$ cat config.mk
export PLATFORM = sky130hd
export DESIGN_NAME = ifu_flat
export DESIGN_NICKNAME = d
export VERILOG_FILES = /design/src/rtl/ifu_pkg.sv /design/src/rtl/ifu_if.sv /design/src/rtl/ifu_pc_reg.sv /design/src/rtl/ifu.sv /design/src/flat_wrapper.sv
export SDC_FILE = /design/constraint.sdc
export NUM_CORES = 1
export LEC_CHECK = 0
export ABC_AREA = 1
export BUFFER_PORTS_ARGS = -buffer_cell sky130_fd_sc_hd__buf_4
export CORE_ASPECT_RATIO = 0.7
export CORE_MARGIN = 8
export CORE_UTILIZATION = 42
export DETAILED_ROUTE_END_ITERATION = 16
export PLACE_DENSITY_LB_ADDON = 0.25
export SLEW_MARGIN = 5
export SYNTH_ARGS = -nofsm -noshare
export SYNTH_HDL_FRONTEND = slang
export SYNTH_SLANG_ARGS = --single-unit
$ cat constraint.sdc
create_clock -name clk -period 1.92 [get_ports clk]
set_clock_uncertainty 0.05 [all_clocks]
set_input_delay 0.096 -clock clk [delete_from_list [all_inputs] [get_ports clk]]
set_output_delay 0.096 -clock clk [all_outputs]
set_load 0.005 [all_outputs]
$ cat src/rtl/ifu_pkg.sv
// ifu_pkg: shared types and constants for the instruction fetch unit.
//   state_t       FSM encoding (S_REQ, S_WAIT, S_OUT), also exposed on the debug port
//   IFU_NOP       canonical NOP (addi x0, x0, 0) returned on any fetch fault
//   IFU_RESET_PC  default PC loaded on reset
//   pc_misaligned helper: true when the low two PC bits are non-zero
package ifu_pkg;

  typedef enum logic [1:0] {
    S_REQ  = 2'd0,
    S_WAIT = 2'd1,
    S_OUT  = 2'd2
  } state_t;

  localparam logic [31:0] IFU_NOP      = 32'h0000_0013;
  localparam logic [31:0] IFU_RESET_PC = 32'h8000_0000;

  function automatic logic pc_misaligned(input logic [1:0] low_bits);
    return low_bits != 2'b00;
  endfunction

endpackage

$ cat src/rtl/ifu_if.sv
// ifu_if: bundles the three channels around the fetch unit.
//   imem request : imem_req_valid/imem_req_ready/imem_req_addr (ifu -> memory)
//   imem response: imem_rsp_valid/imem_rsp_data/imem_rsp_err (memory -> ifu)
//   decode       : id_valid/id_ready/id_inst/id_pc/id_fault (ifu -> decode)
//   redirect     : redirect_valid/redirect_pc (execute -> ifu)
// Handshake rule for every valid/ready pair: a transfer happens on a rising
// clock edge where valid and ready are both high; the sender keeps valid and
// its payload stable until that edge, except that a redirect may retarget the
// pending fetch address or withdraw the decode offer. imem_rsp_valid is a
// one-cycle pulse with no ready; it is only meaningful while a request is
// outstanding.
// Modports: master = fetch unit side, slave = environment side.
interface ifu_if #(
  parameter int XLEN = 32
);

  logic            imem_req_valid;
  logic            imem_req_ready;
  logic [XLEN-1:0] imem_req_addr;
  logic            imem_rsp_valid;
  logic [31:0]     imem_rsp_data;
  logic            imem_rsp_err;
  logic            id_valid;
  logic            id_ready;
  logic [31:0]     id_inst;
  logic [XLEN-1:0] id_pc;
  logic            id_fault;
  logic            redirect_valid;
  logic [XLEN-1:0] redirect_pc;

  modport master (
    output imem_req_valid, imem_req_addr,
    input  imem_req_ready,
    input  imem_rsp_valid, imem_rsp_data, imem_rsp_err,
    output id_valid, id_inst, id_pc, id_fault,
    input  id_ready,
    input  redirect_valid, redirect_pc
  );

  modport slave (
    input  imem_req_valid, imem_req_addr,
    output imem_req_ready,
    output imem_rsp_valid, imem_rsp_data, imem_rsp_err,
    input  id_valid, id_inst, id_pc, id_fault,
    output id_ready,
    output redirect_valid, redirect_pc
  );

endinterface

$ cat src/rtl/ifu_pc_reg.sv
// ifu_pc_reg: program counter register.
//   clk, rst       clock, synchronous active-high reset (loads RESET_PC)
//   redirect_valid load redirect_pc (highest priority)
//   redirect_pc    redirect target
//   inc_en         advance by 4 (decode handshake)
//   pc             current program counter
// The +4 increment wraps modulo 2^XLEN.
module ifu_pc_reg #(
  parameter int              XLEN     = 32,
  parameter logic [XLEN-1:0] RESET_PC = '0
) (
  input  logic            clk,
  input  logic            rst,
  input  logic            redirect_valid,
  input  logic [XLEN-1:0] redirect_pc,
  input  logic            inc_en,
  output logic [XLEN-1:0] pc
);

  always_ff @(posedge clk) begin
    if (rst) begin
      pc <= RESET_PC;
    end else if (redirect_valid) begin
      pc <= redirect_pc;
    end else if (inc_en) begin
      pc <= pc + XLEN'(4);
    end
  end

endmodule

$ cat src/rtl/ifu.sv
// ifu: instruction fetch unit. Owns the PC, issues one memory request per
// instruction, and presents the fetched word with its PC to decode. The PC
// advances only on a decode handshake; redirects from execute override it.
// Ports:
//   clk, rst        clock, synchronous active-high reset
//   bus             ifu_if.master: imem request/response, decode, redirect
//   dbg_state       current FSM state
//   perf_fetch_cnt  (IFU_PERF_CNT_EN only) decode handshakes, wrapping
//   perf_stall_cnt  (IFU_PERF_CNT_EN only) cycles spent in S_WAIT, wrapping
// Build option: define IFU_PERF_CNT_EN to add the two performance counters.
module ifu
  import ifu_pkg::*;
#(
  parameter int              XLEN     = 32,
  parameter logic [XLEN-1:0] RESET_PC = XLEN'(IFU_RESET_PC)
) (
  input  logic        clk,
  input  logic        rst,
  ifu_if.master       bus,
  output state_t      dbg_state
`ifdef IFU_PERF_CNT_EN
  ,
  output logic [31:0] perf_fetch_cnt,
  output logic [31:0] perf_stall_cnt
`endif
);

  state_t          state, state_nxt;
  logic            drop, drop_nxt;
  logic [XLEN-1:0] pc;
  logic            misaligned;
  logic            req_valid;
  logic            id_valid;
  logic            req_fire;
  logic            id_fire;
  logic            load_rsp;
  logic            load_fault;

  // Output register presented to decode.
  logic [31:0]     out_inst;
  logic [XLEN-1:0] out_pc;
  logic            out_fault;

  assign misaligned = pc_misaligned(pc[1:0]);

  ifu_pc_reg #(
    .XLEN    (XLEN),
    .RESET_PC(RESET_PC)
  ) u_pc_reg (
    .clk           (clk),
    .rst           (rst),
    .redirect_valid(bus.redirect_valid),
    .redirect_pc   (bus.redirect_pc),
    .inc_en        (id_fire),
    .pc            (pc)
  );

  // State register. drop marks an outstanding request whose response must be
  // thrown away because the PC was redirected after it was issued.
  always_ff @(posedge clk) begin
    if (rst) begin
      state <= S_REQ;
      drop  <= 1'b0;
    end else begin
      state <= state_nxt;
      drop  <= drop_nxt;
    end
  end

  // Next-state logic. Redirect takes priority over every other event.
  always_comb begin
    state_nxt  = state;
    drop_nxt   = drop;
    load_rsp   = 1'b0;
    load_fault = 1'b0;
    case (state)
      S_REQ: begin
        if (bus.redirect_valid) begin
          // A request accepted this cycle still gets a response; skip it.
          if (req_fire) begin
            state_nxt = S_WAIT;
            drop_nxt  = 1'b1;
          end
        end else if (misaligned) begin
          // No memory access for a misaligned PC; report the fault directly.
          state_nxt  = S_OUT;
          load_fault = 1'b1;
        end else if (req_fire) begin
          state_nxt = S_WAIT;
        end
      end
      S_WAIT: begin
        if (bus.imem_rsp_valid) begin
          if (drop || bus.redirect_valid) begin
            state_nxt = S_REQ;
            drop_nxt  = 1'b0;
          end else begin
            state_nxt = S_OUT;
            load_rsp  = 1'b1;
          end
        end else if (bus.redirect_valid) begin
          drop_nxt = 1'b1;
        end
      end
      S_OUT: begin
        // id_valid is already low under redirect, so id_ready is ignored then.
        if (bus.redirect_valid || bus.id_ready) begin
          state_nxt = S_REQ;
        end
      end
      default: begin
        state_nxt = S_REQ;
        drop_nxt  = 1'b0;
      end
    endcase
  end

  // Output decode.
  always_comb begin
    req_valid = 1'b0;
    id_valid  = 1'b0;
    case (state)
      S_REQ:   req_valid = !misaligned;
      S_OUT:   id_valid  = !bus.redirect_valid;
      default: ;
    endcase
  end

  assign req_fire = req_valid && bus.imem_req_ready;
  assign id_fire  = id_valid && bus.id_ready;

  // Output register: loaded on an accepted response or a misaligned-PC fault,
  // otherwise held, which keeps decode's view stable during a stall.
  always_ff @(posedge clk) begin
    if (rst) begin
      out_inst  <= 32'h0;
      out_pc    <= RESET_PC;
      out_fault <= 1'b0;
    end else if (load_rsp) begin
      out_inst  <= bus.imem_rsp_err ? IFU_NOP : bus.imem_rsp_data;
      out_pc    <= pc;
      out_fault <= bus.imem_rsp_err;
    end else if (load_fault) begin
      out_inst  <= IFU_NOP;
      out_pc    <= pc;
      out_fault <= 1'b1;
    end
  end

  assign bus.imem_req_valid = req_valid;
  assign bus.imem_req_addr  = pc;
  assign bus.id_valid       = id_valid;
  assign bus.id_inst        = out_inst;
  assign bus.id_pc          = out_pc;
  assign bus.id_fault       = out_fault;
  assign dbg_state          = state;

`ifdef IFU_PERF_CNT_EN
  always_ff @(posedge clk) begin
    if (rst) begin
      perf_fetch_cnt <= 32'h0;
      perf_stall_cnt <= 32'h0;
    end else begin
      if (id_fire) begin
        perf_fetch_cnt <= perf_fetch_cnt + 32'd1;
      end
      if (state == S_WAIT) begin
        perf_stall_cnt <= perf_stall_cnt + 32'd1;
      end
    end
  end
`endif

endmodule

$ cat src/flat_wrapper.sv
// flat-port wrapper written by rule: the top's interface ports become plain ports
module ifu_flat import ifu_pkg::*;
#(
  parameter int              XLEN     = 32,
  parameter logic [XLEN-1:0] RESET_PC = XLEN'(IFU_RESET_PC)
)
  (clk, rst, dbg_state, bus_imem_req_valid, bus_imem_req_addr, bus_imem_req_ready, bus_imem_rsp_valid, bus_imem_rsp_data, bus_imem_rsp_err, bus_id_valid, bus_id_inst, bus_id_pc, bus_id_fault, bus_id_ready, bus_redirect_valid, bus_redirect_pc);
  ifu_if #(.XLEN(XLEN)) bus_i ();
  input  logic clk;
  input  logic rst;
  output state_t dbg_state;
  output wire logic [$bits(bus_i.imem_req_valid)-1:0] bus_imem_req_valid;
  output wire logic [$bits(bus_i.imem_req_addr)-1:0] bus_imem_req_addr;
  input wire logic [$bits(bus_i.imem_req_ready)-1:0] bus_imem_req_ready;
  input wire logic [$bits(bus_i.imem_rsp_valid)-1:0] bus_imem_rsp_valid;
  input wire logic [$bits(bus_i.imem_rsp_data)-1:0] bus_imem_rsp_data;
  input wire logic [$bits(bus_i.imem_rsp_err)-1:0] bus_imem_rsp_err;
  output wire logic [$bits(bus_i.id_valid)-1:0] bus_id_valid;
  output wire logic [$bits(bus_i.id_inst)-1:0] bus_id_inst;
  output wire logic [$bits(bus_i.id_pc)-1:0] bus_id_pc;
  output wire logic [$bits(bus_i.id_fault)-1:0] bus_id_fault;
  input wire logic [$bits(bus_i.id_ready)-1:0] bus_id_ready;
  input wire logic [$bits(bus_i.redirect_valid)-1:0] bus_redirect_valid;
  input wire logic [$bits(bus_i.redirect_pc)-1:0] bus_redirect_pc;
  assign bus_imem_req_valid = bus_i.imem_req_valid;
  assign bus_imem_req_addr = bus_i.imem_req_addr;
  assign bus_i.imem_req_ready = bus_imem_req_ready;
  assign bus_i.imem_rsp_valid = bus_imem_rsp_valid;
  assign bus_i.imem_rsp_data = bus_imem_rsp_data;
  assign bus_i.imem_rsp_err = bus_imem_rsp_err;
  assign bus_id_valid = bus_i.id_valid;
  assign bus_id_inst = bus_i.id_inst;
  assign bus_id_pc = bus_i.id_pc;
  assign bus_id_fault = bus_i.id_fault;
  assign bus_i.id_ready = bus_id_ready;
  assign bus_i.redirect_valid = bus_redirect_valid;
  assign bus_i.redirect_pc = bus_redirect_pc;
  ifu #(.XLEN(XLEN), .RESET_PC(RESET_PC)) u_core (.clk(clk), .rst(rst), .bus(bus_i), .dbg_state(dbg_state));
endmodule
==> flow_summary.yaml, run 1 <==
grt:
  grt_max_degree: 55
  overflow: 0
  track_usage: 0.224
  antenna_found_initial: 0
  grt_pass1_wl_mm: 25.8
  grt_pass1_vias: 5068
logic_synthesis:
  yosysWarnings: 0
  synth_enable_flop_cells: 0
  synth_top_area_cell: "dfxtp_1"
  synthSimpleGateAreaFrac: 0.295
  seq_area_frac_synth: 0.444
  synth_compound_area_frac: 0.159
  yosysTopAreaCellShare: 0.444
  muxShareOfSynthArea: 0
  ys_types: 35
  ys_async_sr_fraction: 0
  synth_cells: 645
  synth_nets: 717
  synth_xor_area_frac: 0.0175
  syn_area_per_cell_sq_um: 7.00
  synth_top_family_by_area: "simple AND/OR/NAND/NOR gates"
  ys_dominant_reg_cell: "dfxtp_1"
  ys_seq_elements: 100
  synthAdderAreaFrac: 0.00277
  syn_area_sq_um: 4510
  ys_top_cells_by_area: "dfxtp_1 (44%), nand2_1 (14%), a21oi_1 (7.7%), nor2_1 (7.6%), o21ai_0 (4.3%)"
sta:
  fin_crit_sh: 0.917
  whs_ps: 5.58
  rsz0062_at_grt: "no"
  slew_headroom: 0.580
  setup_tns_ps: 0
  tightestPinTransition_ps: 630
  drv_slew: 0
  setup_viol: 0
  fin_crit_ps: 1760
  fmax_mhz: 568
  hold_viol: 0
floorplan:
  fp-row-count: 31
  core_sq_um: 10400
  start_util: 0.434
  die_h_microns: 103
  die_x_microns: 140
  ios: 172
  die_area_sq_um: 14400
layout:
  drive_above_1_share: 0.250
  layout_common_cells: "buf_4 (182), nand2_1 (163), dfxtp_1 (100), nor2_1 (91), a21oi_1 (69)"
  final_cell_area_sq_um: 6700
  area_delta_synth_final_pct: 48.4
  fin_nets: 927
  final_common_cell: "buf_4"
  post-route-util: 0.644
pwr:
  clkPwrFrac: 0.379
  power_density_nw_per_um2: 763
  power_switching_uw: 1330
  switching_share: 0.260
  total_power_uw: 5110
  seq_power_share: 0.455
  p_comb_frac: 0.166
  vdd_ir_drop_max_uv: 620
  p_int_uw: 3780
  leakage_uw: 0.00295
critical_path:
  r2r_slack_ps: 160
  reg2reg_from: "u_core.u_pc_reg.pc[3]$_SDFFE_PP0N_"
  crit_fanout: 6
  r2r-end: "u_core.u_pc_reg.pc[30]$_SDFFE_PP0N_"
  worstPathArrival_ps: 1980
  path_class: "register to register"
  required_ps: 2140
  startpoint_type: "register"
  endpoint_kind: "register"
  r2r_cells: 9
clock_tree:
  cts_tree: "built"
  clock_path_buffers: 2
  cts_max_level: 3
  cts-root-buf: "clkbuf_16"
  clock_sinks: 100
  cts_buffers: 9
  clkLatencyLatePin_ps: 350
  clkTransAtPathRegs_ps: 70
  cts_resized: 0
route:
  post_drt_via_cell_ratio: 5.13
  drt_iter0_drc: 369
  vias: 5088
  wl_per_cell_microns: 16.5
  drc: 0
  ant_nets: 0
  routed_wl_mm: 16.3
  drt_first_pass_iters: 5
hold_path:
  hp-class: "primary input to register"
  holdCritStartpoint: "bus_imem_rsp_valid"
  holdPathEnd: "u_core.dbg_state[0]$_SDFFE_PP0P_"
  holdPathStages: 4
place:
  dp_hpwl_mm: 11.6
  port_buffers: 171
  place_congestion: 0.982
  dpl_cell_area_sq_um: 5930
run_status:
  outcome: "finished clean"
flow_run:
  maxCapViolCount: 0
[timing repair]
item,in CTS,in global routing
endpoints found under the hold margin,45,0
setup buffers,0,0
hold buffers,45,0
[through the flow]
step	std cells	setup WS, ps
finish	992	160
global route	991	24.5
CTS	991	179
detailed placement	931	214
global placement	931	296
floorplan	645	455
[logic make-up (layout without fill, tap and decap cells)]
family / Yosys count / count (layout)
buffers and inverters: 80 / 294
and+or+nand+nor: 318 / 318
AOI/OAI and AO/OA: 137 / 137
xor gates and xnor gates: 9 / 9
DFF: 100 / 100
other: 0 / 1
adders and majority gates: 1 / 1
[how the worst max path moves through the flow]
stage | start | endpoint | slack, ps | cells after the start
floorplan | u_core.u_pc_reg.pc[2]$_SDFFE_PP0N_ | u_core.u_pc_reg.pc[20]$_SDFFE_PP0N_ | 460 | 8
global placement | u_core.u_pc_reg.pc[3]$_SDFFE_PP0N_ | u_core.u_pc_reg.pc[20]$_SDFFE_PP0N_ | 300 | 8
detailed placement | u_core.u_pc_reg.pc[3]$_SDFFE_PP0N_ | u_core.u_pc_reg.pc[20]$_SDFFE_PP0N_ | 210 | 8
CTS | u_core.u_pc_reg.pc[3]$_SDFFE_PP0N_ | u_core.u_pc_reg.pc[30]$_SDFFE_PP0N_ | 180 | 9
global route | u_core.u_pc_reg.pc[2]$_SDFFE_PP0N_ | u_core.u_pc_reg.pc[18]$_SDFFE_PP0N_ | 20 | 9
finish | u_core.u_pc_reg.pc[3]$_SDFFE_PP0N_ | u_core.u_pc_reg.pc[30]$_SDFFE_PP0N_ | 160 | 9
[metal layers]
metal	GRT usage	part of all wire	up-vias
met1	0.273	0.45	2352
met5	0	0	-
met3	0.0828	0.094	18
met4	0.0648	0.017	0
met2	0.366	0.44	205
li1	-	-	2513
[state kept, by name (all words and copies together) (netlist names)]
name / cells
u_core.dbg_state: 2
u_core.bus.id_pc: 32
u_core.u_pc_reg.pc: 32
u_core.bus.id_inst: 32
u_core.bus.id_fault: 1
u_core.drop: 1
[critical path, stage by stage, from the launching register on]
cell and delay (ps):
dfxtp_1 410, ha_1 250, inv_1 100, nor2_2 160
nand2_2 150, nor2_4 190, nand3_1 90, nand2_1 60
nand3_1 60, a21oi_1 160
[synthesized netlist by cell type (2+ instances only)]
| cell type | count |
|---|---|
| nand2_1 | 163 |
| dfxtp_1 | 100 |
| nor2_1 | 91 |
| a21oi_1 | 69 |
| inv_1 | 46 |
| o21ai_0 | 39 |
| nand3_1 | 35 |
| o21ai_1 | 14 |
| clkbuf_1 | 12 |
| buf_2 | 10 |
| a31oi_1 | 7 |
| buf_6 | 6 |
| nand4_1 | 6 |
| nor3_1 | 6 |
| xor2_1 | 5 |
| nor2_2 | 4 |
| xnor2_1 | 4 |
| nand2_2 | 3 |
| nor2_4 | 3 |
| a211oi_1 | 2 |
| a22o_1 | 2 |
| a22oi_1 | 2 |
| and2_1 | 2 |
| buf_4 | 2 |
| inv_2 | 2 |
[final cells by class]
cell class | instances | area (sq um)
well taps | 132 | 165
clock buffers | 9 | 225
multi-input cells | 465 | 2150
inverters | 49 | 189
flip-flops and latches | 100 | 2000
diodes | 1 | 2.50
repair buffers | 230 | 1880
clock inverters | 6 | 88.8
fillers | 913 | 3700
[power by group through the flow]
stage	clock [uW]	combinational, uW	sequential, uW
CTS	1980	850	2320
floorplan	0	349	2350
global placement	0	761	2360
global route	2050	933	2340
finish	1940	849	2320
detailed placement	0	772	2370
Note: power is estimated with default switching activity, not from simulation.
==> run 2: changes to the inputs <==
--- a/config.mk
+++ b/config.mk
@@ -7,11 +7,14 @@
 export LEC_CHECK = 0
 export ABC_AREA = 1
 export BUFFER_PORTS_ARGS = -buffer_cell sky130_fd_sc_hd__buf_4
+export CELL_PAD_IN_SITES_DETAIL_PLACEMENT = 1
+export CELL_PAD_IN_SITES_GLOBAL_PLACEMENT = 1
 export CORE_ASPECT_RATIO = 0.7
 export CORE_MARGIN = 8
-export CORE_UTILIZATION = 42
+export CORE_UTILIZATION = 34
 export DETAILED_ROUTE_END_ITERATION = 16
 export PLACE_DENSITY_LB_ADDON = 0.25
+export REMOVE_ABC_BUFFERS = 1
 export SLEW_MARGIN = 5
 export SYNTH_ARGS = -nofsm -noshare
 export SYNTH_HDL_FRONTEND = slang
==> flow_summary.yaml, run 2 (synthesis gave the netlist of run 1 again) <==
pwr:
  power_density_nw_per_um2: 784
  leakage_uw: 0.00295
  vdd_ir_drop_max_uv: 527
floorplan:
  die_area_sq_um: 17300
  start_util: 0.346
  fp-row-count: 35
  ios: 172
  core_sq_um: 13100
  die_x_microns: 154
  die_h_microns: 112
route:
  routed_wl_mm: 18.3
  post_drt_via_cell_ratio: 5.02
  vias: 5138
  drc: 0
  drt_iter0_drc: 211
  wl_per_cell_microns: 17.9
  ant_nets: 0
  drt_first_pass_iters: 4
run_status:
  outcome: "finished clean"
sta:
  setup_tns_ps: 0
  fin_crit_ps: 1770
  fin_crit_sh: 0.923
  hold_viol: 0
  drv_slew: 0
  slew_headroom: 0.677
  setup_viol: 0
  tightestPinTransition_ps: 484
  rsz0062_at_grt: "no"
  fmax_mhz: 564
layout:
  layout_common_cells: "buf_4 (183), nand2_1 (163), dfxtp_1 (99), nor2_1 (90), a21oi_1 (69)"
  fin_nets: 925
  area_delta_synth_final_pct: 49.6
  final_cells: 1023
  final_common_cell: "buf_4"
  fill_cells: 1653
  regArea_sq_um: 2000
  multiInputGateArea_sq_um: 2160
  drive_above_1_share: 0.256
grt:
  track_usage: 0.207
  grt_pass1_vias: 5581
  antenna_found_initial: 1
  overflow: 0
  grt_max_degree: 47
  grt_pass1_wl_mm: 29.3
critical_path:
  critPathLaunch: "u_core.u_pc_reg.pc[17]$_SDFFE_PP0N_"
  worstPathArrival_ps: 1940
  required_ps: 2090
  path_class: "register to register"
  cp-endpoint: "u_core.u_pc_reg.pc[25]$_SDFFE_PP0N_"
  crit_fanout: 6
  startpoint_type: "register"
  r2r_slack_ps: 150
  r2r-end: "u_core.u_pc_reg.pc[25]$_SDFFE_PP0N_"
  r2r_cells: 9
  endpoint_kind: "register"
  reg2reg_from: "u_core.u_pc_reg.pc[17]$_SDFFE_PP0N_"
place:
  placedCellCount: 966
  port_buffers: 171
  place_congestion: 0.892
  dp_hpwl_mm: 13.5
clock_tree:
  cts_setup_buffers: 0
  cts_max_level: 3
  clock_path_buffers: 2
  cts-root-buf: "clkbuf_16"
  cts_buffers: 9
  clock_sinks: 100
  clkTransAtPathRegs_ps: 70
  clkLatencyLatePin_ps: 340
  cts_tree: "built"
flow_run:
  maxCapViolCount: 0
hold_path:
  hp-class: "primary input to register"
  holdPathStages: 3
==> run 2: cell count changes in the layout (fill, tap and decap cells not counted), sizes merged <==
cell / before / now
dlygate4sd3: 45 / 42
clkinvlp: 2 / 0
buf: 185 / 186
bufinv: 2 / 3
clkbuf: 9 / 10
inv: 50 / 49
==> run 2: critical path, cell delays in order, from the launching register on <==
cell,delay (ps)
dfxtp_1,520
nand2_1,160
nor2_2,280
nand2_1,130
nor2_1,180
nand2_1,70
nand2_1,60
nand3_1,70
nand2_1,80
a21oi_1,50
==> run 2: worst min path at each step <==
stage                   startpoint                             endpoint  slack [ps]
5_1_grt        bus_redirect_pc[22]  u_core.u_pc_reg.pc[22]$_SDFFE_PP0N_          10
3_3_place_gp    bus_redirect_pc[1]   u_core.u_pc_reg.pc[1]$_SDFFE_PP0P_         270
3_5_place_dp    bus_redirect_pc[0]   u_core.u_pc_reg.pc[0]$_SDFFE_PP0P_         280
2_1_floorplan                  rst  u_core.bus.id_inst[10]$_SDFFE_PP0P_         120
6_report       bus_redirect_pc[22]  u_core.u_pc_reg.pc[22]$_SDFFE_PP0N_          20
4_1_cts        bus_redirect_pc[22]  u_core.u_pc_reg.pc[22]$_SDFFE_PP0N_           4
==> run 2: power by group <==
part	switching (uW)	internal, uW	leakage (uW)	total, uW
registers	124	2210	0.000819	2330
clock network	799	1300	0.000165	2100
logic	422	445	0.00197	867
total	1350	3950	0.00295	5290
==> run 2: final cells by class <==
cell class / count / share of cell area
Timing Repair Buffer: 228 / 0.275
Clock buffer: 10 / 0.0354
Multi-Input combinational cell: 465 / 0.319
Inverter: 49 / 0.0280
Tap cell: 166 / 0.0308
Antenna cell: 1 / 0.000371
Clock inverter: 4 / 0.0146
Sequential cell: 100 / 0.297
==> run 2: repair_timing <==
action / CTS / global route
resized for setup: 0 / 4
endpoints found under the setup margin: 0 / 7
hold endpoints to repair: 42 / 0
hold buffers: 42 / 0
==> run 2: metrics by stage <==
step / cell area (sq um) / utilization / power (uW) / setup slack (ps) / hold slack, ps
2_1_floorplan: 4330 / - / 2640 / -469 / 115
3_3_place_gp: 5980 / 0.458 / 3140 / 115 / 270
3_5_place_dp: 5980 / 0.458 / 3170 / 75.0 / 285
4_1_cts: 6740 / 0.516 / 5340 / 44.6 / 4.20
5_1_grt: 6750 / 0.517 / 5520 / 5.40 / 11.5
6_report: 6750 / 0.517 / 5290 / 148 / 18.1
==> run 2: routing by layer <==
layer | global-route usage | routed length [microns] | up-vias
met2 | 0.344 | 8550 | 154
met3 | 0.0614 | 1210 | 26
met4 | 0.0638 | 368 | 0
met1 | 0.254 | 8160 | 2459
li1 | - | - | 2499
met5 | 0 | 0 | -
